File: src/rtl/fetch_unit_if.sv
// fetch_unit_if: fetch-to-decode and instruction-memory signals of the fetch unit
interface fetch_unit_if;
  logic        stall;
  logic        jump_en;
  logic [7:0]  jump_addr;
  logic [7:0]  im_addr;
  logic [12:0] im_data;
  logic [12:0] instr;
  logic        instr_valid;
  logic [7:0]  instr_pc;
  logic        halted;
  modport master (
    input  stall, jump_en, jump_addr, im_data,
    output im_addr, instr, instr_valid, instr_pc, halted
  );
  modport slave (
    output stall, jump_en, jump_addr, im_data,
    input  im_addr, instr, instr_valid, instr_pc, halted
  );
endinterface

File: src/rtl/fetch_unit.sv
// fetch_unit: single-stage instruction fetch with stall, redirect and end-of-program halt
module fetch_unit #(
  parameter int LAST_ADDR = 24
) (
  input logic          clk,
  input logic          reset,
  fetch_unit_if.master bus
);
  typedef enum logic {FETCH, HALT} state_e;
  localparam logic [7:0] LAST = 8'(LAST_ADDR);
  state_e      state_q;
  logic [7:0]  pc_q;
  logic [12:0] ir_q;
  logic [7:0]  ir_pc_q;
  logic        valid_q;
  logic        halt_q;
  assign bus.im_addr     = pc_q;
  assign bus.instr       = ir_q;
  assign bus.instr_pc    = ir_pc_q;
  assign bus.instr_valid = valid_q;
  assign bus.halted      = halt_q;
  always_ff @(posedge clk) begin
    if (reset) begin
      state_q <= FETCH;
      pc_q    <= '0;
      ir_q    <= '0;
      ir_pc_q <= '0;
      valid_q <= 1'b0;
      halt_q  <= 1'b0;
    end else if (state_q == FETCH) begin
      if (bus.jump_en) begin
        pc_q    <= bus.jump_addr;
        valid_q <= 1'b0;
        if (bus.jump_addr > LAST) begin
          state_q <= HALT;
          halt_q  <= 1'b1;
        end
      end else if (!bus.stall) begin
        ir_q    <= bus.im_data;
        ir_pc_q <= pc_q;
        valid_q <= 1'b1;
        // PC parks on the last address instead of incrementing, so it never wraps
        if (pc_q == LAST) begin
          state_q <= HALT;
          halt_q  <= 1'b1;
        end else begin
          pc_q <= pc_q + 8'd1;
        end
      end
    end else begin
      valid_q <= 1'b0;
    end
  end
endmodule

File: src/flat_wrapper.sv
// flat-port wrapper written by rule: the top's interface ports become plain ports
module fetch_unit_flat 
#(
  parameter int LAST_ADDR = 24
)
  (clk, reset, bus_stall, bus_jump_en, bus_jump_addr, bus_im_data, bus_im_addr, bus_instr, bus_instr_valid, bus_instr_pc, bus_halted);
  fetch_unit_if bus_i ();
  input logic clk;
  input logic reset;
  input wire logic [$bits(bus_i.stall)-1:0] bus_stall;
  input wire logic [$bits(bus_i.jump_en)-1:0] bus_jump_en;
  input wire logic [$bits(bus_i.jump_addr)-1:0] bus_jump_addr;
  input wire logic [$bits(bus_i.im_data)-1:0] bus_im_data;
  output wire logic [$bits(bus_i.im_addr)-1:0] bus_im_addr;
  output wire logic [$bits(bus_i.instr)-1:0] bus_instr;
  output wire logic [$bits(bus_i.instr_valid)-1:0] bus_instr_valid;
  output wire logic [$bits(bus_i.instr_pc)-1:0] bus_instr_pc;
  output wire logic [$bits(bus_i.halted)-1:0] bus_halted;
  assign bus_i.stall = bus_stall;
  assign bus_i.jump_en = bus_jump_en;
  assign bus_i.jump_addr = bus_jump_addr;
  assign bus_i.im_data = bus_im_data;
  assign bus_im_addr = bus_i.im_addr;
  assign bus_instr = bus_i.instr;
  assign bus_instr_valid = bus_i.instr_valid;
  assign bus_instr_pc = bus_i.instr_pc;
  assign bus_halted = bus_i.halted;
  fetch_unit #(.LAST_ADDR(LAST_ADDR)) u_core (.clk(clk), .reset(reset), .bus(bus_i));
endmodule
File: config.mk
export PLATFORM = sky130hd
export DESIGN_NAME = fetch_unit_flat
export DESIGN_NICKNAME = d
export VERILOG_FILES = /design/src/rtl/fetch_unit_if.sv /design/src/rtl/fetch_unit.sv /design/src/flat_wrapper.sv
export SDC_FILE = /design/constraint.sdc
export NUM_CORES = 1
export LEC_CHECK = 0
export BUFFER_PORTS_ARGS = -buffer_cell sky130_fd_sc_hd__buf_4
export CORE_ASPECT_RATIO = 0.75
export CORE_MARGIN = 1.5
export CORE_UTILIZATION = 45
export DETAILED_ROUTE_END_ITERATION = 8
export GPL_TIMING_DRIVEN = 0
export MAX_ROUTING_LAYER = met4
export PLACE_DENSITY = 0.73
export SYNTH_ARGS = -nofsm -noshare
export SYNTH_HDL_FRONTEND = slang
export SYNTH_SLANG_ARGS = --single-unit
File: constraint.sdc
create_clock -name clk -period 2.35 [get_ports clk]
set_input_delay 0.1175 -clock clk [delete_from_list [all_inputs] [get_ports clk]]
set_output_delay 0.1175 -clock clk [all_outputs]
set_load 0.1 [all_outputs]
# Word-level counts from Yosys, hierarchy flattened
# Index checks and enable logic that the tools add are counted.
# totals
ff_bits,32
output_inout_bits,31
elab_cells,32
# classes
n_reduce_logical,5
order_cmp,1
addsub,1
mux,12
n_bitwise,3
eq_ne,4
# ops
op,n
$mux 8,3
$mux 1,9
$add 8x1->8 const B,1
$eq 8x5->1 const B,1
$gt 8x5->1 const B,1
$reduce_and 3->1,2
$ne 2x1->1 const B,2
$reduce_and 4->1,1
$not 1->1,3
$reduce_or 3->1,1
$ne 2x2->1 const B,1
$reduce_bool 2->1,1

# Longest topological paths before layout
# depth
word_depth,5
depth_mapped,8
depth_no_buf,6

# Worst setup path before layout
# Ideal clock, no wire load.
# synth_timing
path_type,register to register
startpoint,register u_core.pc_q[0] (netlist: u_core.bus.im_addr[0])
endpoint,register u_core.pc_q[4] (netlist: u_core.bus.im_addr[4])
setup_ns,0.080
synth_period_minus_slack_ns,2.378
arrival_ns,2.298
path_stages_with_launch,9
setup_slack_ns,-0.028
n_path_buf,2
required_ns,2.270
path_cell_list,dfxtp_1 -> clkbuf_1 -> inv_1 -> ha_1 -> or4b_4 -> o221a_4 -> buf_6 -> a21oi_1 -> a211oi_2
# synth_via
elab_chain_len,4
word_cells_on_any_way,7
classes_between,1 x add/sub; 2 x eq/ne; 3 x mux; 1 x reduce/logical
# synth_rtl
item,line_no,text
from (decl),fetch_unit.sv:12,logic [7:0] pc_q;
from (signal assigned),fetch_unit.sv:32,pc_q <= bus.jump_addr;
from (signal assigned),fetch_unit.sv:47,pc_q <= pc_q + 8'd1;
$add 8x1->8,fetch_unit.sv:47,
$mux 8,fetch_unit.sv:43,if (pc_q == LAST) begin
$mux 8,fetch_unit.sv:38,end else if (!bus.stall) begin
$mux 8,fetch_unit.sv:31,if (bus.jump_en) begin
# Parallel ways exist; a longest one is shown, timed or not. The select of a mux whose other input is x is not followed.
# A chain may end at the register's enable or synchronous reset.

# Worst setup path in the final report
# Ends and elaborated chain as after synthesis.

==> results.sh <==
export IMPL_fin_nets=266
export IMPL_cts_root_buf="clkbuf_8"
export IMPL_wl_per_cell_um=14.88
export IMPL_cp_required_ns=2.50
export IMPL_peakVddDrop_mv=0.4535
export IMPL_grt_pass1_vias=1335
export IMPL_min_delay_path_class="input pin to flop"
export IMPL_die_width_um=68.13
export IMPL_maxCapViolations=0
export IMPL_io_pins=56
export IMPL_track_usage=0.2553
export IMPL_final_setup_skew_ns=0.006180
export IMPL_syn_avg_cell_area_um2=7.996
export IMPL_antenna_left=0
export IMPL_finalCriticalPeriod_ns=2.079
export IMPL_rsz0062_at_grt="false"
export IMPL_dp_slack_ns=0.3327
export IMPL_portBuffers=53
export IMPL_layout_drive_gt1_share=0.2958
export IMPL_worstMarginPinSlew_ns=0.5627
export IMPL_maxSlewViolCount=0
export IMPL_cp_num_buf_inv=3
export IMPL_post_route_period_util=0.8845
export IMPL_clockPowerShare=0.367
export IMPL_worstPathArrival_ns=2.23
export IMPL_tritoncts="yes"
export IMPL_cpMaxStageDelayCell="or4b_4"
export IMPL_routed_wl_mm=4.138
export IMPL_ys_warn_count=0
export IMPL_dr_pass1_iters=4
export IMPL_finalHoldViolations=0
export IMPL_status="finished, final reports clean"
export IMPL_viasPerCell=5.518
export IMPL_synth_fp_nets=206
export IMPL_switching_share=0.3259
export IMPL_gp_congestion=0.8774
export IMPL_cts_sinks=32
export IMPL_crit_chain="clkbuf_1 > inv_1 > ha_1 > or4b_4 > o221a_4 > buf_6 > a21oi_1 > a211oi_2"
export IMPL_cts_made_buffers=5
export IMPL_fmax_ghz=0.4811
export IMPL_post_cts_resized=0
export IMPL_die_h_um=51.84
export IMPL_grt_max_degree=11
export IMPL_clk_path_buf_depth=2
export IMPL_slew_headroom=0.6249
export IMPL_diodes=0
export IMPL_setup_viol=0
export IMPL_htreeDepth=2
export IMPL_dr_first_iter_drc_count=100
export IMPL_initial_core_util=0.4807
export IMPL_seqPwrFrac=0.384
export IMPL_post_cts_buffers=0
export IMPL_worst_skew_pair_late_latency_ns=0.28
export IMPL_combPwrFrac=0.248
export IMPL_setup_ws_ns=0.2714
export IMPL_synth_seq_cells=32
export IMPL_p_sw_mw=0.5073
export IMPL_fillers=249
export IMPL_clkSlewWorstSetupHoldPaths_ns=0.07
export IMPL_design_core_area_um2=2978
export IMPL_intPower_mw=1.050
export IMPL_slowest_delay_ns=0.48
export IMPL_ys_flop_type="dfxtp_1"
export IMPL_via_count=1534
export IMPL_cp_start_kind="flop"
export IMPL_p_per_area_nw_per_um2=776.7
export IMPL_post_dp_hpwl_mm=2.954
export IMPL_areaGrowthSynthToFinish_pct=40.03
export IMPL_rows=17
export IMPL_grt_overflow_total=0
export IMPL_antenna_found_initial=0
export IMPL_drc=0
export IMPL_synth_cell_types=37
export IMPL_grt_pass1_wl_mm=6.368
export IMPL_worstPathMaxFanout=10
export IMPL_synth_area_um2=1431
export IMPL_async_reset_ff_frac=0
export IMPL_p_leak_nw=0.8255
export IMPL_critPathKind="flop to flop"
export IMPL_die_area_um2=3532
export IMPL_ys_seq_area_frac=0.4476
export IMPL_cp_end_kind="flop"
export IMPL_fin_tns_setup_ns=0
export IMPL_synthCells=179
export IMPL_holdBufCountCts=0
export IMPL_path_delay_family="compound AO/OA/AOI/OAI gates"
export IMPL_synth_edf_count=0
## area by class of cell
class | instances | area, µm² | area share
multi-input combinational | 128 | 704.4 | 0.3514
sequential | 32 | 641.9 | 0.3202
timing repair buffer | 53 | 397.9 | 0.1985
clock buffer | 7 | 96.34 | 0.04806
buffer | 14 | 67.56 | 0.03371
tap | 38 | 47.55 | 0.02372
clock inverter | 1 | 30.03 | 0.01498
inverter | 5 | 18.77 | 0.009363
## power by group through the flow
stage | clock network (mW) | registers [mW] | logic (mW)
after global routing | 0.606 | 0.601 | 0.407
final | 0.572 | 0.599 | 0.387
after floorplan | 0 | 0.780 | 0.109
after detailed placement | 0 | 0.609 | 0.383
after CTS | 0.577 | 0.597 | 0.385
after global placement | 0 | 0.607 | 0.378
## metal layers
| metal | global-route usage | share of wire | vias up |
|---|---|---|---|
| met1 | 0.3365 | 0.43 | 707 |
| met4 | 0.08667 | 0.0099 | 0 |
| met2 | 0.3803 | 0.48 | 80 |
| li1 | - | - | 743 |
| met3 | 0.06710 | 0.083 | 4 |
| met5 | - | 0 | - |
## cell usage after synthesis (2+ instances only)
master | number | share of area
mux2i_1 | 2 | 0.014
a31oi_1 | 3 | 0.013
clkbuf_1 | 11 | 0.029
nor4_1 | 2 | 0.0087
nand3_1 | 2 | 0.0070
a211oi_2 | 2 | 0.017
a21oi_1 | 27 | 0.094
inv_1 | 5 | 0.013
nand2b_1 | 2 | 0.0087
dfxtp_1 | 32 | 0.45
o21ai_0 | 5 | 0.017
nand2_1 | 49 | 0.13
nor3_1 | 3 | 0.010
nor2_1 | 9 | 0.024
buf_6 | 2 | 0.016
ha_1 | 2 | 0.017
## layout by cell type (no fill, tap or decap), types with 2 or more instances in the layout
master and instances:
nand3_1 2, nor3_1 3, buf_4 53, nand2_1 49, clkbuf_8 7, a211oi_2 2, inv_1 5, dfxtp_1 31
buf_6 2, nand2b_1 2, a21oi_1 27, o21ai_0 5, ha_1 2, a31oi_1 3, clkbuf_1 11, nor4_1 2
mux2i_1 2, nor2_1 9
## worst min-delay path: cells and delay by family
family | cells | cell delay (ns)
buf+inv | 1 | 0.11
compound gates | 1 | 0.05
simple gates | 1 | 0.04
## per-stage QoR
stage          cell area (µm²)    util  std cells  hold slack (ns)  power (mW)
6_report                  2004  0.6731        278          0.08246       1.557
2_1_floorplan             1433       -        179           0.2535      0.8884
5_1_grt                   2004  0.6731        278          0.09257       1.614
3_3_place_gp              1878  0.6307        270           0.3657      0.9847
3_5_place_dp              1878  0.6307        270           0.3736      0.9916
4_1_cts                   2004  0.6731        278          0.07714       1.560
## registers in the layout, summed over array words and instances (netlist names)
| signal | cells |
|---|---|
| u_core.bus.halted | 1 |
| u_core.bus.im_addr | 8 |
| u_core.bus.instr | 13 |
| u_core.bus.instr_pc | 8 |
| u_core.bus.instr_valid | 1 |
| u_core.state_q | 1 |
## worst paths after layout
check / start / end / slack [ns] / cells past startpoint
setup / recovery: u_core.bus.im_addr[0]$_SDFFE_PP0P_ / u_core.bus.im_addr[4]$_SDFFE_PP0P_ / 0.27 / 8
hold / removal: bus_im_data[8] / u_core.bus.instr[8]$_SDFFE_PP0P_ / 0.08 / 3
setup reg to reg: u_core.bus.im_addr[0]$_SDFFE_PP0P_ / u_core.bus.im_addr[4]$_SDFFE_PP0P_ / 0.27 / 8
hold reg to reg: u_core.bus.instr[2]$_SDFFE_PP0P_ / u_core.bus.instr[2]$_SDFFE_PP0P_ / 0.46 / 2
## logic make-up (layout without fill, tap and decap cells)
logic type               count (synthesis)  in the layout  synth area share
AO/OA/AOI/OAI                           51             51            0.2378
multiplexers                             2              2           0.01399
flip-flops                              32             32            0.4475
buffers and inverters                   19             80           0.06031
adder cells (fa/ha/maj)                  2              2           0.01748
AND/OR/NAND/NOR                         73             73            0.2229
Note: power is estimated with default switching activity, not from simulation.
